`config.mk`:
```
export PLATFORM = sky130hd
export DESIGN_NAME = mc_ctrl_flat
export DESIGN_NICKNAME = d
export VERILOG_FILES = /design/src/rtl/mc_ctrl_if.sv /design/src/rtl/mc_ctrl.sv /design/src/flat_wrapper.sv
export SDC_FILE = /design/constraint.sdc
export NUM_CORES = 1
export LEC_CHECK = 0
export ABC_AREA = 1
export BUFFER_PORTS_ARGS = -buffer_cell sky130_fd_sc_hd__buf_2
export CORE_MARGIN = 4
export CORE_UTILIZATION = 36
export DETAILED_ROUTE_END_ITERATION = 10
export PLACE_DENSITY = 0.57
export REMOVE_ABC_BUFFERS = 1
export SKIP_LAST_GASP = 1
export SYNTH_ARGS = -nofsm -noshare
export SYNTH_HDL_FRONTEND = slang
export SYNTH_SLANG_ARGS = --single-unit
export TNS_END_PERCENT = 5
```
`constraint.sdc`:
```
create_clock -name clk -period 1.81 [get_ports clk]
set_input_delay 0 -clock clk [delete_from_list [all_inputs] [get_ports clk]]
set_output_delay 0 -clock clk [all_outputs]
set_load 0.1 [all_outputs]
```
`src/rtl/mc_ctrl_if.sv`:
```
// Memory handshake between the multicycle controller (master) and the memory system (slave).
// mem_req rises with a request and stays high until the slave answers with a one-cycle mem_ready.
interface mc_ctrl_if;
    logic mem_req;
    logic mem_write;
    logic mem_ready;

    modport master (output mem_req, output mem_write, input mem_ready);
    modport slave  (input mem_req, input mem_write, output mem_ready);
endinterface

```
`src/rtl/mc_ctrl.sv`:
```
// Multicycle MIPS-subset controller: FETCH/DECODE/EXEC/MEM/WB sequencing with
// bus-timeout and illegal-instruction traps and a retired-instruction counter.
module mc_ctrl #(
    parameter int MEM_TIMEOUT = 16,
    parameter int CNT_W       = 32
) (
    input  logic             clk,
    input  logic             reset_n,
    input  logic [31:0]      instr,
    input  logic             alu_eq,
    mc_ctrl_if.master        mem,
    output logic             ir_write,
    output logic             pc_write,
    output logic             reg_write,
    output logic [2:0]       next_pc_op,
    output logic [1:0]       reg_addr_op,
    output logic [2:0]       reg_data_op,
    output logic [3:0]       alu_op,
    output logic             a1_op,
    output logic [2:0]       alu_b_op,
    output logic [2:0]       state,
    output logic             trap,
    output logic [1:0]       trap_cause,
    output logic [CNT_W-1:0] retired
);
    typedef enum logic [2:0] {
        S_IDLE = 3'd0, S_FETCH = 3'd1, S_DECODE = 3'd2, S_EXEC = 3'd3,
        S_MEM  = 3'd4, S_WB    = 3'd5, S_TRAP   = 3'd7
    } state_e;

    typedef enum logic [3:0] {
        C_ADD, C_SUB, C_SLT, C_SLL, C_SRAV, C_JR, C_ORI,
        C_LUI, C_LW, C_LH, C_SW, C_BEQ, C_JAL
    } cls_e;

    localparam int TW = (MEM_TIMEOUT > 1) ? $clog2(MEM_TIMEOUT) : 1;
    localparam logic [TW-1:0] WAIT_LAST = TW'(MEM_TIMEOUT - 1);

    state_e        state_q;
    cls_e          cls_q;
    cls_e          dec_cls;
    logic          dec_ok;
    logic [TW-1:0] wait_cnt;
    logic [3:0]    d_alu;
    logic [2:0]    d_b;
    logic          d_a1;
    logic [1:0]    d_addr;
    logic [2:0]    d_data;
    logic          unused_instr;

    assign unused_instr = ^instr[25:6];
    assign state        = state_q;

    always_comb begin
        dec_ok  = 1'b1;
        dec_cls = C_ADD;
        case (instr[31:26])
            6'b000000: begin
                case (instr[5:0])
                    6'b100000: dec_cls = C_ADD;
                    6'b100010: dec_cls = C_SUB;
                    6'b101010: dec_cls = C_SLT;
                    6'b000000: dec_cls = C_SLL;
                    6'b000111: dec_cls = C_SRAV;
                    6'b001000: dec_cls = C_JR;
                    default:   dec_ok  = 1'b0;
                endcase
            end
            6'b001101: dec_cls = C_ORI;
            6'b001111: dec_cls = C_LUI;
            6'b100011: dec_cls = C_LW;
            6'b100001: dec_cls = C_LH;
            6'b101011: dec_cls = C_SW;
            6'b000100: dec_cls = C_BEQ;
            6'b000011: dec_cls = C_JAL;
            default:   dec_ok  = 1'b0;
        endcase
    end

    // Datapath selects per class; latched on DECODE->EXEC and held until the next decode.
    always_comb begin
        d_alu  = 4'd0;
        d_b    = 3'd0;
        d_a1   = 1'b0;
        d_addr = 2'd0;
        d_data = 3'd0;
        case (dec_cls)
            C_SUB:  d_alu = 4'd1;
            C_SLT:  begin d_alu = 4'd3; d_data = 3'd5; end
            C_SLL:  begin d_alu = 4'd4; d_a1 = 1'b1; d_b = 3'd3; end
            C_SRAV: d_alu = 4'd5;
            C_ORI:  begin d_alu = 4'd2; d_b = 3'd2; d_addr = 2'd1; end
            C_LUI:  begin d_b = 3'd2; d_addr = 2'd1; d_data = 3'd2; end
            C_LW:   begin d_b = 3'd1; d_addr = 2'd1; d_data = 3'd1; end
            C_LH:   begin d_b = 3'd1; d_addr = 2'd1; d_data = 3'd4; end
            C_SW:   d_b = 3'd1;
            C_BEQ:  d_alu = 4'd1;
            C_JAL:  begin d_addr = 2'd2; d_data = 3'd3; end
            default: ;
        endcase
    end

    always_ff @(posedge clk or negedge reset_n) begin
        if (!reset_n) begin
            state_q       <= S_IDLE;
            cls_q         <= C_ADD;
            wait_cnt      <= '0;
            mem.mem_req   <= 1'b0;
            mem.mem_write <= 1'b0;
            trap          <= 1'b0;
            trap_cause    <= 2'd0;
            retired       <= '0;
            alu_op        <= 4'd0;
            alu_b_op      <= 3'd0;
            a1_op         <= 1'b0;
            reg_addr_op   <= 2'd0;
            reg_data_op   <= 3'd0;
        end else begin
            case (state_q)
                S_IDLE: begin
                    state_q     <= S_FETCH;
                    mem.mem_req <= 1'b1;
                    wait_cnt    <= '0;
                end
                S_FETCH, S_MEM: begin
                    // A completion in the last allowed cycle beats the timeout.
                    if (mem.mem_ready) begin
                        wait_cnt      <= '0;
                        mem.mem_write <= 1'b0;
                        if (state_q == S_FETCH) begin
                            state_q     <= S_DECODE;
                            mem.mem_req <= 1'b0;
                        end else if (cls_q == C_SW) begin
                            state_q <= S_FETCH;
                            retired <= retired + CNT_W'(1);
                        end else begin
                            state_q     <= S_WB;
                            mem.mem_req <= 1'b0;
                        end
                    end else if (wait_cnt == WAIT_LAST) begin
                        state_q       <= S_TRAP;
                        mem.mem_req   <= 1'b0;
                        mem.mem_write <= 1'b0;
                        trap          <= 1'b1;
                        trap_cause    <= 2'd2;
                    end else begin
                        wait_cnt <= wait_cnt + TW'(1);
                    end
                end
                S_DECODE: begin
                    if (dec_ok) begin
                        state_q     <= S_EXEC;
                        cls_q       <= dec_cls;
                        alu_op      <= d_alu;
                        alu_b_op    <= d_b;
                        a1_op       <= d_a1;
                        reg_addr_op <= d_addr;
                        reg_data_op <= d_data;
                    end else begin
                        state_q    <= S_TRAP;
                        trap       <= 1'b1;
                        trap_cause <= 2'd1;
                    end
                end
                S_EXEC: begin
                    wait_cnt <= '0;
                    case (cls_q)
                        C_LW, C_LH, C_SW: begin
                            state_q       <= S_MEM;
                            mem.mem_req   <= 1'b1;
                            mem.mem_write <= (cls_q == C_SW);
                        end
                        C_BEQ, C_JAL, C_JR: begin
                            state_q     <= S_FETCH;
                            mem.mem_req <= 1'b1;
                            retired     <= retired + CNT_W'(1);
                        end
                        default: state_q <= S_WB;
                    endcase
                end
                S_WB: begin
                    state_q     <= S_FETCH;
                    mem.mem_req <= 1'b1;
                    wait_cnt    <= '0;
                    retired     <= retired + CNT_W'(1);
                end
                S_TRAP: state_q <= S_TRAP;
                default: state_q <= S_IDLE;
            endcase
        end
    end

    // Strobes qualify the edge that ends the current cycle, so they follow mem_ready/alu_eq directly.
    always_comb begin
        ir_write   = 1'b0;
        pc_write   = 1'b0;
        reg_write  = 1'b0;
        next_pc_op = 3'd0;
        case (state_q)
            S_FETCH: begin
                ir_write = mem.mem_ready;
                pc_write = mem.mem_ready;
            end
            S_EXEC: begin
                case (cls_q)
                    C_BEQ: begin next_pc_op = 3'd1; pc_write = alu_eq; end
                    C_JAL: begin next_pc_op = 3'd2; pc_write = 1'b1; reg_write = 1'b1; end
                    C_JR:  begin next_pc_op = 3'd3; pc_write = 1'b1; end
                    default: ;
                endcase
            end
            S_WB: reg_write = 1'b1;
            default: ;
        endcase
    end
endmodule
```
`src/flat_wrapper.sv`:
```
// flat-port wrapper written by rule: the top's interface ports become plain ports
module mc_ctrl_flat 
#(
    parameter int MEM_TIMEOUT = 16,
    parameter int CNT_W       = 32
)
  (clk, reset_n, instr, alu_eq, ir_write, pc_write, reg_write, next_pc_op, reg_addr_op, reg_data_op, alu_op, a1_op, alu_b_op, state, trap, trap_cause, retired, mem_mem_req, mem_mem_write, mem_mem_ready);
  mc_ctrl_if mem_i ();
  input  logic clk;
  input  logic reset_n;
  input  logic [31:0] instr;
  input  logic alu_eq;
  output logic ir_write;
  output logic pc_write;
  output logic reg_write;
  output logic [2:0] next_pc_op;
  output logic [1:0] reg_addr_op;
  output logic [2:0] reg_data_op;
  output logic [3:0] alu_op;
  output logic a1_op;
  output logic [2:0] alu_b_op;
  output logic [2:0] state;
  output logic trap;
  output logic [1:0] trap_cause;
  output logic [CNT_W-1:0] retired;
  output wire logic [$bits(mem_i.mem_req)-1:0] mem_mem_req;
  output wire logic [$bits(mem_i.mem_write)-1:0] mem_mem_write;
  input wire logic [$bits(mem_i.mem_ready)-1:0] mem_mem_ready;
  assign mem_mem_req = mem_i.mem_req;
  assign mem_mem_write = mem_i.mem_write;
  assign mem_i.mem_ready = mem_mem_ready;
  mc_ctrl #(.MEM_TIMEOUT(MEM_TIMEOUT), .CNT_W(CNT_W)) u_core (.clk(clk), .reset_n(reset_n), .instr(instr), .alu_eq(alu_eq), .mem(mem_i), .ir_write(ir_write), .pc_write(pc_write), .reg_write(reg_write), .next_pc_op(next_pc_op), .reg_addr_op(reg_addr_op), .reg_data_op(reg_data_op), .alu_op(alu_op), .a1_op(a1_op), .alu_b_op(alu_b_op), .state(state), .trap(trap), .trap_cause(trap_cause), .retired(retired));
endmodule
```
-- After elaboration in Yosys (flattened, before gate mapping)
Index checks and enable logic that the tools add are counted.
Widths: inputs -> output; s select.
- register bits: 61
- bits in latches: 0
- memory bits (writable): 0
- bits in read-only memories: 0
- output and inout bits: 59
- memories: 0
- add/subtract/negate cells: 2
- $mul: 0
- div/mod/pow operators: 0
- $lt $le $gt $ge: 0
- equal/unequal tests: 48
- shift operators: 0
- multiplexer cells: 48
- bitwise gates (word level): 0
- reduce and logical (&&, ||, !) cells: 27
- operator list (cell ; count):
    $mux 32 ; 4
    $pmux 32 s3 ; 1
    $pmux 3 s5 ; 4
    $eq 4x4->1 const B ; 11
    $eq 6x6->1 const B ; 6
    $add 32x1->32 const B ; 1
    $pmux 4 s8 ; 1
    $eq 6x4->1 const B ; 3
    $mux 3 ; 6
    $eq 4x3->1 const B ; 4
    $mux 1 ; 14
    $ne 2x2->1 const B ; 7
    $eq 6x3->1 const B ; 2
    $logic_not 6->1 ; 2
    $pmux 1 s2 ; 6
    $pmux 2 s3 ; 2
    $reduce_or 3->1 ; 4
    $reduce_or 6->1 ; 2
    $reduce_or 2->1 ; 5
    $eq 3x3->1 const B ; 3
    $eq 4x2->1 const B ; 2
    $mux 4 ; 2
    $pmux 2 s2 ; 2
    $pmux 4 s2 ; 1
    other kinds (21) ; 30

-- Depth between registers and ports, before layout
Gate-level depths: netlist (run 1).
- depth after elaboration: 6
- depth in mapped cells: 13
- depth with buffers taken out: 12

-- Worst setup path after synthesis (run 1)
OpenSTA, ideal clock, no wires.
- kind: flip-flop to output port
- start point: register u_core.state_q[0], in the netlist u_core.state[0]
- end point: output pc_write
- arrival time: 3765 ps
- required time: 1810 ps
- slack: -1955 ps
- cell stages (with the launch flop): 7
- path buffers: 0
- path through: dfrtp_1 inv_2 nor2_2 nand2_2 nor2_1 a31oi_1 o21ai_0
- word-level cells in the longest chain between the ends: 2
- ends and longest elaborated chain (item ; line ; source):
    start: declaration ; mc_ctrl.sv:39 ; state_e state_q;
    start signal: assignment ; mc_ctrl.sv:105 ; state_q <= S_IDLE;
    start signal: assignment ; mc_ctrl.sv:121 ; state_q <= S_FETCH;
    start signal: assignment ; mc_ctrl.sv:131 ; state_q <= S_DECODE;
    $eq 3x2->1 / $eq 3x1->1 (equally long branches) ; mc_ctrl.sv:199 ; case (state_q)
    $pmux 1 s2 * ; mc_ctrl.sv:199 ;
    end: declaration ; flat_wrapper.sv:14 ; output logic pc_write;
Every way passes the cells marked *; elsewhere a longest branch is shown, timed or not.

-- Worst setup path in the final report (run 1)
- start point: register u_core.state_q[1], in the netlist u_core.state[1]
- end point: output next_pc_op[1]
- word-level cells in the longest chain between the ends: 2
- ends and longest elaborated chain (item ; line ; source):
    $eq 3x2->1 ; mc_ctrl.sv:199 ;
    $mux 3 ; mc_ctrl.sv:199 ;
    end: declaration ; flat_wrapper.sv:16 ; output logic [2:0] next_pc_op;
Every way passes these cells.

==> results of run 1 <==
[cells in the mapped netlist]
| library cell | count |
|---|---|
| nor2_2 | 4 |
| xor2_1 | 25 |
| nand3b_1 | 3 |
| nand3_1 | 34 |
| or2_1 | 1 |
| nand4_1 | 8 |
| a22oi_1 | 1 |
| o211ai_1 | 1 |
| a211oi_2 | 1 |
| o2111ai_1 | 1 |
| nor3_4 | 1 |
| o21ai_0 | 30 |
| nand2_2 | 1 |
| nand2_4 | 1 |
| xnor2_1 | 4 |
| o21ai_1 | 3 |
| clkbuf_2 | 1 |
| buf_6 | 3 |
| buf_4 | 4 |
| mux2i_1 | 1 |
| buf_2 | 4 |
| a21oi_1 | 3 |
| a31oi_1 | 2 |
| dfrtp_1 | 59 |
| clkbuf_1 | 1 |
| nand2_1 | 188 |
| inv_2 | 5 |
| nor3_1 | 21 |
| ha_1 | 2 |
| nor2_1 | 63 |
| nor3b_1 | 1 |
| inv_1 | 62 |
| o22ai_1 | 1 |
| conb_1 | 1 |
[cells in the final DEF, fill, tap and decap left out, types with 2 or more instances in the layout]
master,synthesis,routed
nor2_2,4,7
nand2_1,188,188
dfrtp_1,59,58
o21ai_1,3,3
inv_2,5,5
o21ai_0,30,30
nor3_2,0,2
a21oi_1,3,3
nor3_1,21,19
nand4_1,8,8
nor2_1,63,60
inv_1,62,62
xnor2_1,4,4
buf_4,4,16
buf_2,4,68
ha_1,2,2
buf_12,0,4
xor2_1,25,25
clkinv_2,0,2
nand3_1,34,34
conb_1,1,3
clkbuf_8,0,12
a31oi_1,2,2
nand3b_1,3,3
[logic make-up (layout without fill, tap and decap cells)]
kind of cell / after synthesis / count (layout)
fa+ha+maj: 2 / 2
buf+inv: 80 / 172
mux: 1 / 1
simple gates: 326 / 326
compound gates: 43 / 43
flops: 59 / 59
xor+xnor: 29 / 29
other cells: 1 / 3
[metal layers]
metal | GRT usage | vias up | wire (um)
met3 | 0.02701 | 9 | 491
met2 | 0.2493 | 91 | 4089
met4 | 0.04898 | 0 | 90
li1 | - | 1868 | -
met5 | 0 | - | 0
met1 | 0.2663 | 1645 | 5086
[final cells by class]
class                      count  area (um2)
timing repair buffer          90       558.0
clock buffer                  13       168.9
inverter                      67       251.5
tap                          133       166.4
clock inverter                 2       10.01
fill                        1081        5361
sequential                    59        1478
multi-input combinational    404        1916
[registers in the layout, summed over array words and instances (netlist names)]
name / count
u_core.trap_cause: 2
u_core.mem.mem_req: 1
u_core.cls_q: 4
u_core.alu_b_op: 2
u_core.trap: 1
u_core.reg_addr_op: 2
u_core.a1_op: 1
u_core.mem.mem_write: 1
u_core.wait_cnt: 4
u_core.reg_data_op: 3
u_core.state: 3
u_core.retired: 32
u_core.alu_op: 3
[power by group through the flow]
stage	clock network (mW)	logic, mW	registers [mW]
6_report	1.13	0.134	1.32
2_1_floorplan	0	0.0671	1.34
3_3_place_gp	0	0.130	1.34
4_1_cts	1.16	0.136	1.32
3_5_place_dp	0	0.134	1.34
5_1_grt	1.24	0.151	1.32
[what timing repair did]
action,CTS,global route
endpoints found under the setup margin,1,36
setup buffers,2,0
pin swaps,2,1
hold buffers,1,0
resized for setup,0,7
hold endpoints to repair,23,0
[per-stage QoR]
stage          setup TNS [ps]  power [mW]
2_1_floorplan          -30690       1.411
3_3_place_gp                0       1.473
3_5_place_dp                0       1.477
4_1_cts                     0       2.617
5_1_grt                -604.0       2.703
6_report                    0       2.577
[how the worst min path moves through the flow]
stage / slack (ps) / end / startpoint / cells after the start
2_1_floorplan: -300 / u_core.a1_op / reset_n / 0
3_3_place_gp: 40 / u_core.mem.mem_write / reset_n / 1
3_5_place_dp: 60 / u_core.mem.mem_write / reset_n / 1
4_1_cts: 50 / u_core.state[2] / mem_mem_ready / 4
5_1_grt: 90 / u_core.state[2] / mem_mem_ready / 4
6_report: 60 / u_core.state[2] / mem_mem_ready / 4
[critical path: stages (launching register included)]
cell and delay, ps:
dfrtp_1 430, nand2_1 110, nor2_2 120, inv_2 60
buf_4 160, nor2_1 120, buf_2 440
==> out/metrics.yaml, run 1 <==
post_dp_cell_area_um2: 4323
end_kind: "primary output"
synthToLayoutAreaGrowth_pct: 22.56
worst_pin_slew_ps: 627.2
via_count: 3613
antenna_found_initial: 0
vias_per_cell: 4.704
synthTopCellsByArea: "dfrtp_1, nand2_1, nor2_1"
yosys_warnings: 0
synthSimpleGateAreaFrac: 0.3672
drive_gt1_frac: 0.1921
rr_worst_depth: 10
r2r-start: "u_core.state[2]"
crit_path_end: "next_pc_op[1]"
period_needed_ps: 1765
power_frac_comb: 0.052
synth_cells: 541
diodes: 0
synth_adder_area_share: 0.006743
root_buffer: "clkbuf_8"
finalSetupViolCount: 0
synth_seq_area_share: 0.3978
grt_pass1_wl_um: 16480
ys_ff_latch: 59
routabilityCongestion: 0.9173
clock.fmax_mhz: 566.6
rows: 36
switchingPower_mw: 0.6275
timing.hold.ws_ps: 63.54
drt_iter0_drc: 183
cts_tree: "done"
synth_top_area_share: 0.3978
r2r-end: "u_core.retired[19]"
final_antenna_net_count: 0
critPathLaunchType: "register"
die_h_um: 109.5
core_area_um2: 9910
vdd_drop_max_v: 0.0002955
crit_type: "reg -> out"
finalNonFillerCells: 768
cts_sinks: 59
first_pass_iters: 4
fin_crit_sh: 0.9751
dieArea_um2: 12000
fin_ws_ps: 44.98
crit_arrival_ps: 1770
hold_viol: 0
rsz0062_at_grt: "true"
hold_path.class: "in -> reg"
grt_pass1_vias: 3436
max-slew-margin-rel: 0.5818
setup.worst_path.start: "u_core.state[1]"
yosysUniqueCellTypes: 34
nets: 669
clk_latency_ps: 330
gr-total-overflow: 0
cts_buffers: 9
seq_power_share: 0.512
synth_top_family_by_area: "simple AND/OR/NAND/NOR gates"
swShare: 0.2435
cts_max_path_buffers: 2
totalWireLength_um: 9758
num_io_pins: 95
htree_levels: 3
crit_fanout: 7
maxCapViolations: 0
die_w_um: 109.5
netlist_area_um2: 3711
worstPathRequired_ps: 1810
p_int_mw: 1.949
synth_xor_area_frac: 0.06844
portBuffers: 71
synth_mux_area_frac: 0.002697
post-place-ws_ps: 9.064
drcViolationCount: 0
post-route-util: 0.4590
skew_ps: 8.942
grt_max_degree: 39
p_clk_frac: 0.437
synth_compound_area_frac: 0.06339
wl_per_cell_um: 12.71
power.density_nw_per_um2: 566.6
status: "completed"
synth_top_area_cell: "dfrtp_1"
reg2reg_slack_ps: 100
finish.instance_area_um2: 4548
maxSlewViolCount: 0
power_leakage_nw: 2.456
clk_pin_slew_ps: 70
hpwl_um: 7511
start_util: 0.3745
avgSynthCellArea_um2: 6.860
dp_cells: 750
grtUsageTotal: 0.1731
(Power assumes the default switching activity.)
==> run 2: changes to the inputs <==
--- a/config.mk
+++ b/config.mk
@@ -10,7 +10,7 @@
 export CORE_MARGIN = 4
 export CORE_UTILIZATION = 36
 export DETAILED_ROUTE_END_ITERATION = 10
-export PLACE_DENSITY = 0.57
+export PLACE_DENSITY = 0.61
 export REMOVE_ABC_BUFFERS = 1
 export SKIP_LAST_GASP = 1
 export SYNTH_ARGS = -nofsm -noshare
==> run 2 against run 1 <==
Compared with the run above: design area grew 1.9%; power increased by 5.2%; sequential share of layout area is 0.56 points lower; global-route usage grew 0.17 points; worst hold slack gained 2.6 ps; via count is 2.7% higher; clock power is 12% higher; sequential power about the same; final cell count decreased by 0.39%; die area did not move; utilization grew 0.88 points; maximum frequency up 0.87%.
==> out/metrics.yaml, run 2 (same netlist as run 1, synthesis figures left out) <==
routabilityCongestion: 0.9049
power.density_nw_per_um2: 584.8
drive_gt1_frac: 0.1962
die_h_um: 109.5
top_register: "u_core.retired"
critPathLaunchType: "register"
synthToLayoutAreaGrowth_pct: 24.92
hold_path.class: "in -> reg"
first_pass_iters: 5
die_w_um: 109.5
r2r-start: "u_core.state[0]"
tns_ps: 0
cts_buffers: 9
largest_reg_flops: 32
num_io_pins: 95
total_power_mw: 2.711
reg_top3: "u_core.retired (32), u_core.cls_q (4), u_core.wait_cnt (4)"
finalSetupViolCount: 0
drcViolationCount: 0
antenna_found_initial: 0
grt_pass1_wl_um: 16640
dp_cells: 747
finish.instance_area_um2: 4636
hold_viol: 0
slowest_stage: "dfrtp_1"
end_kind: "primary output"
skew_ps: 8.029
cts_sinks: 59
post-route-util: 0.4678
crit_cells: 6
start_util: 0.3745
fin_ws_ps: 60.29
grtUsageTotal: 0.1748
totalWireLength_um: 10250
rows: 36
gr-total-overflow: 0
fin_crit_sh: 0.9667
dieArea_um2: 12000
crit_path_end: "reg_write"
worst_path_largest_cell_delay_ps: 430
portBuffers: 71
period_needed_ps: 1750
htree_levels: 3
timing.hold.ws_ps: 66.14
clk_pin_slew_ps: 60
post-place-ws_ps: 92.20
root_buffer: "clkbuf_8"
post_dp_cell_area_um2: 4328
power_leakage_nw: 2.476
cts_max_path_buffers: 2
crit_arrival_ps: 1750
finalNonFillerCells: 765
crit_type: "reg -> out"
final_cell_mix: "nand2_1, buf_2, nor2_1, inv_1, dfrtp_1"
status: "completed"
maxCapViolations: 0
reg2reg_slack_ps: 90
worstPathRequired_ps: 1810
maxSlewViolCount: 0
via_count: 3712
grt_pass1_vias: 3463
clock.fmax_mhz: 571.5
crit_fanout: 7
nets: 667
rsz0062_at_grt: "true"
cts_tree: "done"
vias_per_cell: 4.852
vdd_drop_max_v: 0.0003137
diodes: 0
rr_worst_depth: 9
layout_commonest_cell: "nand2_1"
cp_top_family: "buffers and inverters"
clk_latency_ps: 330
crit_buf_inv: 3
final_antenna_net_count: 0
wl_per_cell_um: 13.40
setup.worst_path.start: "u_core.state[1]"
r2r-end: "u_core.retired[2]"
drt_iter0_drc: 194
crit_chain: "nand2_1 -> nor2_2 -> inv_2 -> buf_4 -> o22ai_1 -> buf_12"
grt_max_degree: 60
hpwl_um: 7450
core_area_um2: 9910
==> run 2: area by class of cell <==
type | instances | area (um2)
clock inverter | 2 | 35.03
multi-input combinational | 404 | 1927
inverter | 67 | 256.5
tap | 133 | 166.4
clock buffer | 12 | 165.2
timing repair buffer | 88 | 605.6
sequential | 59 | 1480
fill | 1045 | 5274
==> run 2: worst min-delay path by stage <==
| stage | endpoint | slack, ps | cells after the start | startpoint |
|---|---|---|---|---|
| after global placement | u_core.retired[29] | 30 | 2 | reset_n |
| after detailed placement | u_core.retired[27] | 40 | 2 | reset_n |
| after CTS | u_core.state[2] | 50 | 4 | mem_mem_ready |
| after global routing | u_core.state[2] | 90 | 4 | mem_mem_ready |
| final | u_core.state[2] | 70 | 4 | mem_mem_ready |
| after floorplan | u_core.a1_op | -300 | 0 | reset_n |
==> run 2: routing by layer <==
| layer | GRT usage | share of wire | up-vias |
|---|---|---|---|
| li1 | - | - | 1870 |
| met1 | 0.2532 | 0.49 | 1732 |
| met2 | 0.2616 | 0.44 | 104 |
| met3 | 0.03347 | 0.061 | 6 |
| met4 | 0.05788 | 0.010 | 0 |
| met5 | 0 | 0 | - |
==> run 2: worst min-delay path, delay by kind of cell <==
kind	cells	cell delay, ps
AND/OR/NAND/NOR	3	220
buffers and inverters	1	140
==> run 2: report_power, final <==
group          switching (mW)  internal, mW  leakage (nW)
Clock                   0.527         0.732         0.104
Combinational           0.101        0.0330          1.64
Sequential                  0          1.32         0.734
Total                   0.628          2.08          2.48
==> run 2: what timing repair did <==
item,CTS,global route
setup buffers,0,1
hold endpoints to repair,59,0
pin swaps,0,2
hold buffers,1,0
endpoints found under the setup margin,3,42
gates cloned,0,2
gates resized for setup,1,13
==> run 3: changes to the inputs <==
--- a/config.mk
+++ b/config.mk
@@ -7,13 +7,14 @@
 export LEC_CHECK = 0
 export ABC_AREA = 1
 export BUFFER_PORTS_ARGS = -buffer_cell sky130_fd_sc_hd__buf_2
+export CELL_PAD_IN_SITES_DETAIL_PLACEMENT = 1
+export CELL_PAD_IN_SITES_GLOBAL_PLACEMENT = 2
 export CORE_MARGIN = 4
-export CORE_UTILIZATION = 36
+export CORE_UTILIZATION = 29
 export DETAILED_ROUTE_END_ITERATION = 10
-export PLACE_DENSITY = 0.61
+export PLACE_DENSITY = 0.84
 export REMOVE_ABC_BUFFERS = 1
 export SKIP_LAST_GASP = 1
 export SYNTH_ARGS = -nofsm -noshare
 export SYNTH_HDL_FRONTEND = slang
 export SYNTH_SLANG_ARGS = --single-unit
-export TNS_END_PERCENT = 5
==> run 3 against run 2 <==
Compared with the run above: wire length is 13% higher; sequential power is essentially flat; utilization decreased by 8.1 points; critical endpoint is now next_pc_op[1]; clock power grew 37%; largest cell class unchanged.
==> out/metrics.yaml, run 3 (same netlist as run 1, synthesis figures left out) <==
root_buffer: "clkbuf_16"
clk_pin_slew_ps: 50
power.density_nw_per_um2: 652.1
vdd_drop_max_v: 0.0003710
first_pass_iters: 4
antenna_found_initial: 0
num_io_pins: 95
rsz0062_at_grt: "true"
drive_gt1_frac: 0.2227
cts_sinks: 59
rr_worst_depth: 9
die_h_um: 121.1
grtUsageTotal: 0.1648
tns_ps: 0
drcViolationCount: 0
min_from: "mem_mem_ready"
worstPathRequired_ps: 1810
hpwl_um: 8744
critPathLaunchType: "register"
cts_tree: "done"
grt_pass1_wl_um: 19560
total_power_mw: 3.173
r2r-start: "u_core.state[2]"
diodes: 0
dieArea_um2: 14670
reg2reg_slack_ps: 90
power_leakage_nw: 2.576
clk_latency_ps: 330
layout_commonest_cell: "nand2_1"
status: "completed"
hold_viol: 0
via_count: 3762
cts_max_path_buffers: 2
hold_path_end: "u_core.state[2]"
routabilityCongestion: 0.8383
start_util: 0.2953
hold_depth: 4
cts_buffers: 9
grt_pass1_vias: 4053
portBuffers: 71
period_needed_ps: 1759
core_area_um2: 12570
crit_fanout: 7
final_antenna_net_count: 0
end_kind: "primary output"
rows: 41
final_cell_mix: "nand2_1, buf_2, inv_1, nor2_1, dfrtp_1"
htree_levels: 3
crit_arrival_ps: 1760
crit_type: "reg -> out"
gr-total-overflow: 0
top_register: "u_core.retired"
maxCapViolations: 0
largest_reg_flops: 32
clock.fmax_mhz: 568.6
drt_iter0_drc: 148
totalWireLength_um: 11620
nets: 675
grt_max_degree: 60
r2r-end: "u_core.retired[6]"
vias_per_cell: 4.622
skew_ps: 8.010
hold_path.class: "in -> reg"
wl_per_cell_um: 14.27
reg_top3: "u_core.retired (32), u_core.cls_q (4), u_core.wait_cnt (4)"
maxSlewViolCount: 0
finalSetupViolCount: 0
timing.hold.ws_ps: 84.42
die_w_um: 121.1
fin_crit_sh: 0.9717
synthToLayoutAreaGrowth_pct: 31.12
==> run 3: final cells by class <==
type | instances | area [um2]
clock buffer | 10 | 239.0
sequential | 59 | 1483
timing repair buffer | 96 | 650.6
fill | 1608 | 7702
clock inverter | 6 | 55.05
tap | 172 | 215.2
inverter | 67 | 259.0
multi-input combinational | 404 | 1964
==> run 3: worst max-delay path by stage <==
stage	endpoint	depth (start not counted)	startpoint
floorplan	pc_write	6	u_core.state[0]
global placement	u_core.retired[24]	8	u_core.retired[1]
detailed placement	u_core.retired[26]	9	u_core.state[2]
CTS	pc_write	7	u_core.state[0]
global route	u_core.retired[31]	10	u_core.retired[2]
finish	next_pc_op[1]	6	u_core.state[2]
==> run 3: where the power goes <==
group          internal, mW  switching [mW]
Combinational        0.0331           0.101
Sequential             1.32               0
Clock                  1.09           0.630
Total                  2.44           0.731
==> run 3: through the flow <==
stage / worst slack (ps) / util / cells / instance area (um2)
after global placement: 3.669 / 0.3484 / 788 / 4379
after floorplan: -1955 / - / 530 / 3626
after global routing: -51.51 / 0.3872 / 814 / 4866
after CTS: 27.82 / 0.3764 / 808 / 4731
after detailed placement: -39.70 / 0.3484 / 788 / 4379
final: 51.20 / 0.3872 / 814 / 4866
==> run 3: layer usage <==
| metal | share of wire | GRT usage | vias to the layer above |
|---|---|---|---|
| li1 | - | - | 1881 |
| met3 | 0.042 | 0.04103 | 13 |
| met1 | 0.46 | 0.2164 | 1806 |
| met4 | 0.015 | 0.05524 | 0 |
| met5 | 0 | 0 | - |
| met2 | 0.48 | 0.2654 | 62 |
==> run 3: critical path, stage by stage, from the launching register on <==
cell,delay [ps]
dfrtp_2,460
buf_4,170
nor2_2,150
inv_2,70
buf_4,170
nor2_1,110
buf_4,290
==> run 3: repair_timing <==
| item | 4_1_cts | 5_1_grt |
|---|---|---|
| pin swaps | 1 | 3 |
| hold buffers | 1 | 0 |
| cloned | 0 | 1 |
| endpoints found under the hold margin | 59 | 0 |
| resized for setup | 5 | 23 |
| setup endpoints to repair | 22 | 40 |
| buffers inserted | 3 | 5 |
